File: src/rtl/control_sequencer.sv
// Hardwired Moore control unit for the Mini SRC datapath: fetch T0-T2, decode T3, R-format execute T4-T5.
// Optional MUL/DIV support (extra T6 for the HI half) is enabled by defining CTRL_MULDIV_EN.
module control_sequencer #(
  parameter int unsigned MEM_TIMEOUT = 15,
  parameter logic [4:0]  SEL_PC      = 5'b10100,
  parameter logic [4:0]  SEL_ZLO     = 5'b10011,
  parameter logic [4:0]  SEL_ZHI     = 5'b10010,
  parameter logic [4:0]  SEL_MDR     = 5'b10101
) (
  input  logic        clock,
  input  logic        clear,
  input  logic        run,
  input  logic        mem_ready,
  input  logic [31:0] ir,
  output logic [4:0]  BusDataSelect,
  output logic [3:0]  GP_addr,
  output logic        e_PC,
  output logic        e_IR,
  output logic        e_Y,
  output logic        e_Z,
  output logic        e_HI,
  output logic        e_LO,
  output logic        e_MDR,
  output logic        e_MAR,
  output logic        e_GP,
  output logic        incPC,
  output logic        MDR_read,
  output logic [3:0]  ALU_op,
  output logic        busy,
  output logic        halted,
  output logic        fault
);

  localparam int unsigned CNT_W   = $clog2(MEM_TIMEOUT + 1);
  localparam logic [4:0]  OP_HALT = 5'b11011;
  localparam logic [4:0]  OP_NOP  = 5'b11010;

  typedef enum logic [3:0] {
    S_IDLE  = 4'd0,
    S_T0    = 4'd1,
    S_T1    = 4'd2,
    S_T2    = 4'd3,
    S_T3    = 4'd4,
    S_T4    = 4'd5,
    S_T5    = 4'd6,
    S_T6    = 4'd7,
    S_HALT  = 4'd8,
    S_FAULT = 4'd9
  } state_t;

  state_t           state_r;
  state_t           state_s;
  logic [CNT_W-1:0] wait_cnt_r;
  logic             timeout_s;
  logic [4:0]       op_s;
  logic [3:0]       ra_s;
  logic [3:0]       rb_s;
  logic [3:0]       rc_s;
  logic             muldiv_s;
  logic             unused_s;

  function automatic logic is_alu_op(input logic [4:0] op);
    logic legal;
    legal = (op <= 5'd8);
`ifdef CTRL_MULDIV_EN
    legal = legal | (op == 5'b01111) | (op == 5'b10000);
`endif
    return legal;
  endfunction

  assign op_s      = ir[31:27];
  assign ra_s      = ir[26:23];
  assign rb_s      = ir[22:19];
  assign rc_s      = ir[18:15];
  assign unused_s  = ^ir[14:0];
  assign timeout_s = (wait_cnt_r == CNT_W'(MEM_TIMEOUT - 1));

`ifdef CTRL_MULDIV_EN
  assign muldiv_s = (op_s == 5'b01111) || (op_s == 5'b10000);
`else
  assign muldiv_s = 1'b0;
`endif

  // State register
  always_ff @(posedge clock) begin
    if (clear) begin
      state_r <= S_IDLE;
    end else begin
      state_r <= state_s;
    end
  end

  // Memory wait counter: counts T1 cycles without mem_ready, zero everywhere else
  always_ff @(posedge clock) begin
    if (clear) begin
      wait_cnt_r <= '0;
    end else if ((state_r == S_T1) && !mem_ready && !timeout_s) begin
      wait_cnt_r <= wait_cnt_r + CNT_W'(1);
    end else begin
      wait_cnt_r <= '0;
    end
  end

  // Next-state and Moore output decode
  always_comb begin
    state_s       = state_r;
    BusDataSelect = 5'b00000;
    GP_addr       = 4'b0000;
    e_PC          = 1'b0;
    e_IR          = 1'b0;
    e_Y           = 1'b0;
    e_Z           = 1'b0;
    e_HI          = 1'b0;
    e_LO          = 1'b0;
    e_MDR         = 1'b0;
    e_MAR         = 1'b0;
    e_GP          = 1'b0;
    incPC         = 1'b0;
    MDR_read      = 1'b0;
    ALU_op        = 4'b0000;
    busy          = 1'b0;
    halted        = 1'b0;
    fault         = 1'b0;
    case (state_r)
      S_IDLE: begin
        if (run) begin
          state_s = S_T0;
        end else begin
          state_s = S_IDLE;
        end
      end
      S_T0: begin
        busy          = 1'b1;
        BusDataSelect = SEL_PC;
        e_MAR         = 1'b1;
        incPC         = 1'b1;
        e_Z           = 1'b1;
        state_s       = S_T1;
      end
      S_T1: begin
        busy          = 1'b1;
        BusDataSelect = SEL_ZLO;
        e_PC          = 1'b1;
        MDR_read      = 1'b1;
        e_MDR         = 1'b1;
        if (mem_ready) begin
          state_s = S_T2;
        end else if (timeout_s) begin
          state_s = S_FAULT;
        end else begin
          state_s = S_T1;
        end
      end
      S_T2: begin
        busy          = 1'b1;
        BusDataSelect = SEL_MDR;
        e_IR          = 1'b1;
        state_s       = S_T3;
      end
      S_T3: begin
        busy = 1'b1;
        if (is_alu_op(op_s)) begin
          BusDataSelect = {1'b0, rb_s};
          e_Y           = 1'b1;
          state_s       = S_T4;
        end else if (op_s == OP_HALT) begin
          state_s = S_HALT;
        end else if (op_s == OP_NOP) begin
          state_s = run ? S_T0 : S_IDLE;
        end else begin
          state_s = S_FAULT;
        end
      end
      S_T4: begin
        busy          = 1'b1;
        BusDataSelect = {1'b0, rc_s};
        ALU_op        = op_s[3:0];
        e_Z           = 1'b1;
        state_s       = S_T5;
      end
      S_T5: begin
        busy          = 1'b1;
        BusDataSelect = SEL_ZLO;
        ALU_op        = op_s[3:0];
        if (muldiv_s) begin
          e_LO    = 1'b1;
          state_s = S_T6;
        end else begin
          GP_addr = ra_s;
          e_GP    = 1'b1;
          state_s = run ? S_T0 : S_IDLE;
        end
      end
      S_T6: begin
        busy          = 1'b1;
        BusDataSelect = SEL_ZHI;
        e_HI          = 1'b1;
        state_s       = run ? S_T0 : S_IDLE;
      end
      S_HALT: begin
        halted  = 1'b1;
        state_s = S_HALT;
      end
      S_FAULT: begin
        fault   = 1'b1;
        state_s = S_FAULT;
      end
      default: begin
        state_s = S_IDLE;
      end
    endcase
  end

endmodule

File: config.mk
export PLATFORM = sky130hd
export DESIGN_NAME = control_sequencer
export DESIGN_NICKNAME = d
export VERILOG_FILES = /design/src/rtl/control_sequencer.sv
export SDC_FILE = /design/constraint.sdc
export NUM_CORES = 1
export LEC_CHECK = 0
export CORE_UTILIZATION = 30
export CTS_CLUSTER_DIAMETER = 60
export DETAILED_ROUTE_END_ITERATION = 10
export PLACE_DENSITY = 0.9
export SYNTH_ARGS = -nofsm -noshare
export SYNTH_HDL_FRONTEND = slang
export SYNTH_SLANG_ARGS = --single-unit
export TNS_END_PERCENT = 100
File: constraint.sdc
create_clock -name clock -period 2.9 [get_ports clock]
set_clock_uncertainty 0.2 [all_clocks]
set_input_delay 0.58 -clock clock [delete_from_list [all_inputs] [get_ports clock]]
set_output_delay 0.58 -clock clock [all_outputs]
set_load 0.1 [all_outputs]
==> metrics.txt, run 1 <==
CTS Root Cell=clkbuf_4; CP Launch Point=ir[27]; Routed Antenna Nets=0; Yosys reg bits=8; clk sinks=8; worst-path fanout max=6; cts hold-fix bufs=0; vias in the first global route=791; static leakage=0.610 nW; Finish-stage setup viols=0; Worst R2R End=wait_cnt_r[3]$_SDFF_PP0_; Data arrival, critical path=2.00 ns; Post-Syn Area=694 um2; worst r2r src=state_r[1]$_SDFF_PP0_; min cycle time layout=2.78 ns; FF-to-FF path depth=4; Final Hold Viols=0; WP data required=2.12 ns; post_cts resized=0; Post-synth EDFFs=0; Fmax=360 MHz; peak supply drop=423 uV; starting density of the core=0.317; Critical Path Sink Type=output port; ANT cells=0; Hold WC Path Type=flop to flop; post-synthesis cell type count=30; sequential cell area fraction in the yosys report=0.231; Max Slew Vio Count=0; setup bufs post-CTS=0; synthesized netlist net count=140; initial antenna violation count=0; syn avg cell area=6.81 um2; global route overflow=0; clk buf depth=2; detailed placement HPWL=1850 um; Design Area, Final=1450 um2; Core ar.=2190 um2; period utilization=0.958; Clock Latency Late Sink=0.25 ns; htree depth=1; top-level I/O count=63; MaxCap Viol Count=0; crit start category=input port; status=finished clean; area delta synth->final=109%; via count=867; final setup margin=0.122 ns; Die Ht=50.1 um; CTS tree=built; most used flip-flop cell after synthesis=dfxtp_1; RSZ-0062 raised after global routing=no; I/O Buffers=46; PwrDens=362 nW/um2; Post-synth ARST share=0; final design utilization=0.663; post-DR vias/cell=4.93; die area=2510 um2; first-pass GRT wire length=3370 um; Iteration-0 DRC Markers=12; Wirelength per Cell=12.3 um; gpl congestion=0.692; number of remaining DRC errors=0; FP Rows=17; yosys synthesis warning count=0; ratio of cells with drive above 1 in the final layout=0.324; instance area after placement=1430 um2; Die W=50.1 um; Place WS=0.0301 ns; Detailed Route WL=2160 um; CTS buffer count=3; Synth Instances=102; largest net degree at the start of global routing=17; clk slew on worst S/H paths=0.04 ns; Nets=188; Total GRT Usage=0.177; DRT Pass-1 Iters=4; crit path to=BusDataSelect[1]; crit path kind=input port to output port; reg2reg setup slack=0.80 ns
-- cell usage after synthesis (2+ instances only) --
cell type	number	area, um2
a21oi_1	5	25.0
a31oi_1	2	12.5
and2_1	9	56.3
and3_1	2	12.5
buf_4	4	30.0
clkbuf_1	5	18.8
dfxtp_1	8	160
ha_1	2	25.0
inv_1	4	15.0
nand2_1	9	33.8
nand2b_1	5	31.3
nand3_1	3	15.0
nor2_1	13	48.8
nor2b_1	2	12.5
nor3_1	4	20.0
nor3b_1	2	15.0
o21ai_0	7	35.0
o31ai_1	2	15.0
or3_1	2	12.5
xor2_1	2	17.5
-- worst min path at each step --
stage / from / to / slack, ns / cells after the start
2_1_floorplan: wait_cnt_r[0]$_SDFF_PP0_ / wait_cnt_r[0]$_SDFF_PP0_ / 0.23 / 1
3_3_place_gp: wait_cnt_r[0]$_SDFF_PP0_ / wait_cnt_r[0]$_SDFF_PP0_ / 0.24 / 1
3_5_place_dp: wait_cnt_r[0]$_SDFF_PP0_ / wait_cnt_r[0]$_SDFF_PP0_ / 0.26 / 1
4_1_cts: wait_cnt_r[0]$_SDFF_PP0_ / wait_cnt_r[0]$_SDFF_PP0_ / 0.27 / 1
5_1_grt: wait_cnt_r[0]$_SDFF_PP0_ / wait_cnt_r[0]$_SDFF_PP0_ / 0.31 / 1
6_report: wait_cnt_r[0]$_SDFF_PP0_ / wait_cnt_r[0]$_SDFF_PP0_ / 0.26 / 1
-- layer usage --
layer	global-route usage	wire length [um]
met4	0.0381	30
met5	0	0
met1	0.184	805
met2	0.329	1170
met3	0.0679	161
-- flip-flops by register name, summed over array words and instances (netlist names) --
register and flops:
state_r 4, wait_cnt_r 4
-- through the flow --
step	setup TNS [ns]	instances	hold slack [ns]	total power, mW
after global routing	0	176	0.311	0.549
after floorplan	-0.477	102	0.230	0.338
after CTS	0	176	0.268	0.531
after global placement	0	173	0.240	0.443
final	0	176	0.260	0.526
after detailed placement	0	173	0.258	0.447
-- layout make-up --
class                   instances  area [um2]
repair buffers                 52         703
inverters                       4        15.0
clock buffers                   3        22.5
fillers                       169         738
multi-input cells              81         517
well taps                      28        35.0
flip-flops and latches          8         160
-- power by group --
group	switching, mW	internal [mW]	leakage (nW)
Clock	0.0337	0.0471	0.0138
Sequential	0.0118	0.114	0.0649
Combinational	0.210	0.109	0.531
-- worst max-delay path: stages --
cell and delay [ns]:
clkdlybuf4s50_1 0.42, o31ai_1 0.25, and4b_2 0.35, nand2_1 0.11
o31ai_4 0.08, buf_12 0.21
-- layout by cell type (no fill, tap or decap), drive strengths merged, types with 3 or more instances in the layout --
cell,count
clkdlybuf4s50,20
buf,32
nand2,9
nor3,4
dfxtp,8
nand3,3
nand2b,5
o21ai,7
a21oi,5
and2,9
clkbuf,3
inv,4
nor2,13
-- cell families (layout without fill, tap and decap cells) --
logic type / after synthesis / count (layout) / synth area share
compound gates: 22 / 22 / 0.196
fa+ha+maj: 2 / 2 / 0.0360
buf+inv: 13 / 59 / 0.0919
xor+xnor: 3 / 3 / 0.0378
simple gates: 53 / 53 / 0.402
other cells: 1 / 1 / 0.00540
flops: 8 / 8 / 0.231
(Power assumes the default switching activity.)
==> run 2: changes to the inputs <==
Settings changed: CORE_MARGIN set to 8.
==> metrics.txt, run 2 (synthesis results as in run 1) <==
number of remaining DRC errors=0 (unchanged); area delta synth->final=110% (was 109%); Finish-stage setup viols=0 (unchanged); htree depth=1 (unchanged); Clock Latency Late Sink=0.26 ns (was 0.25 ns); Routed Antenna Nets=0 (unchanged); CP Launch Point=ir[27] (unchanged); Design Area, Final=1460 um2 (was 1450 um2); CTS Root Cell=clkbuf_4 (unchanged); peak supply drop=376 uV (was 423 uV); slowest stage delay, CP=0.44 ns (was 0.42 ns); starting density of the core=0.317 (unchanged); Iteration-0 DRC Markers=21 (was 12); CTS buffer count=3 (unchanged); Critical Path Sink Type=output port (unchanged); met1 global-route usage=0.118 (was 0.184); die area=4110 um2 (was 2510 um2); crit path to=BusDataSelect[1] (unchanged); GR Util met3=0.0366 (was 0.0679); worst r2r src=state_r[1]$_SDFF_PP0_ (unchanged); global route overflow=0 (unchanged); met2 Use GR=0.248 (was 0.329); final design utilization=0.665 (was 0.663); largest net degree at the start of global routing=17 (unchanged); worst-path fanout max=6 (unchanged); Worst R2R End=wait_cnt_r[2]$_SDFF_PP0_ (was wait_cnt_r[3]$_SDFF_PP0_); Max Slew Vio Count=0 (unchanged); Wirelength per Cell=14.8 um (was 12.3 um); top-level I/O count=63 (unchanged); WP data required=2.12 ns (about the same); cts hold-fix bufs=0 (unchanged); Data arrival, critical path=2.00 ns (about the same); clk buf depth=2 (unchanged); FP Rows=17 (unchanged); DRT Pass-1 Iters=4 (unchanged); gpl congestion=0.736 (was 0.692); crit path kind=input port to output port (unchanged); final setup margin=0.117 ns (was 0.122 ns); Fmax=359 MHz (was 360 MHz); period utilization=0.960 (was 0.958); CTS tree=built (unchanged); Final Hold Viols=0 (unchanged); MaxCap Viol Count=0 (unchanged); ratio of cells with drive above 1 in the final layout=0.331 (was 0.324); Core ar.=2190 um2 (unchanged); crit-path cells=clkdlybuf4s50_1, o31ai_2, and4b_2, nand2_1, o31ai_4, buf_12 (was clkdlybuf4s50_1, o31ai_1, and4b_2, nand2_1, o31ai_4, buf_12); slew margin rel.=0.665; static leakage=0.611 nW (was 0.610 nW); initial antenna violation count=0 (unchanged); Layout Cells excl Fill=176 (unchanged); Detailed Route WL=2600 um (was 2160 um); setup tns final=0 ns (unchanged); reg2reg setup slack=0.80 ns (about the same); Worst-Margin Slew=0.502 ns; crit start category=input port (unchanged); Die W=64.1 um (was 50.1 um); I/O Buffers=46 (unchanged); first-pass GRT wire length=4150 um (was 3370 um); layer with the highest usage=met2 (unchanged); clk slew on worst S/H paths=0.05 ns (was 0.04 ns); total placed cells including tap cells=172 (was 173); commonest non-fill, non-tap cell in the layout=buf_12 (unchanged); slowest CP cell=clkdlybuf4s50_1 (unchanged); leading registers by flop count=state_r x4, wait_cnt_r x4 (unchanged); most frequent cells in the layout=buf_12, clkdlybuf4s50_1, nor2_1 (unchanged); Die Ht=64.1 um (was 50.1 um); ANT cells=0 (unchanged); hold path depth=1 (unchanged); via count=883 (was 867); Place WS=-0.0172 ns (was 0.0301 ns); FF-to-FF path depth=4 (unchanged); clk sinks=8 (unchanged); min cycle time layout=2.78 ns (about the same); RSZ-0062 raised after global routing=no (unchanged); worst hold slack=0.278 ns (was 0.260 ns); status=finished clean (unchanged); instance area after placement=1420 um2 (was 1430 um2); vias in the first global route=877 (was 791); post-DR vias/cell=5.02 (was 4.93); Hold WC Path Type=flop to flop (unchanged); PwrDens=367 nW/um2 (was 362 nW/um2); Nets=188 (unchanged); Tot Pwr=534 uW (was 526 uW); Total GRT Usage=0.124 (was 0.177); detailed placement HPWL=2170 um (was 1850 um)
run 2: repair_timing:
item	in CTS	in global routing
gates cloned	0	0
setup buffers	0	1
setup endpoints to repair	1	4
hold endpoints to repair	0	0
pin swaps	0	1
resized for setup	1	1
run 2: per-layer routing:
layer / up-vias / wire (um)
li1: 439 / -
met1: 412 / 950
met2: 25 / 1480
met3: 7 / 126
met4: 0 / 40
met5: - / 0
run 2: how the worst min path moves through the flow:
stage                              from                  endpoint
6_report       wait_cnt_r[0]$_SDFF_PP0_  wait_cnt_r[0]$_SDFF_PP0_
5_1_grt        wait_cnt_r[0]$_SDFF_PP0_  wait_cnt_r[0]$_SDFF_PP0_
4_1_cts        wait_cnt_r[0]$_SDFF_PP0_  wait_cnt_r[0]$_SDFF_PP0_
3_5_place_dp   wait_cnt_r[0]$_SDFF_PP0_  wait_cnt_r[0]$_SDFF_PP0_
3_3_place_gp   wait_cnt_r[0]$_SDFF_PP0_  wait_cnt_r[0]$_SDFF_PP0_
2_1_floorplan  wait_cnt_r[0]$_SDFF_PP0_  wait_cnt_r[0]$_SDFF_PP0_
run 2: power by group:
part | total (mW) | switching [mW] | internal (mW)
Clock | 0.0853 | 0.0380 | 0.0473
Combinational | 0.322 | 0.213 | 0.109
Sequential | 0.127 | 0.0127 | 0.114
Total | 0.534 | 0.264 | 0.270
run 2: layout make-up:
class / instances / area, um2
fill: 171 / 733
timing repair buffer: 52 / 703
multi-input combinational: 81 / 522
sequential: 8 / 160
tap: 28 / 35.0
clock buffer: 3 / 22.5
inverter: 4 / 15.0
run 2: worst max-delay path: cells and delay by family:
kind,cells,cell delay (ns)
AND/OR/NAND/NOR,2,0.46
AO/OA/AOI/OAI,2,0.32
buffers and inverters,2,0.65
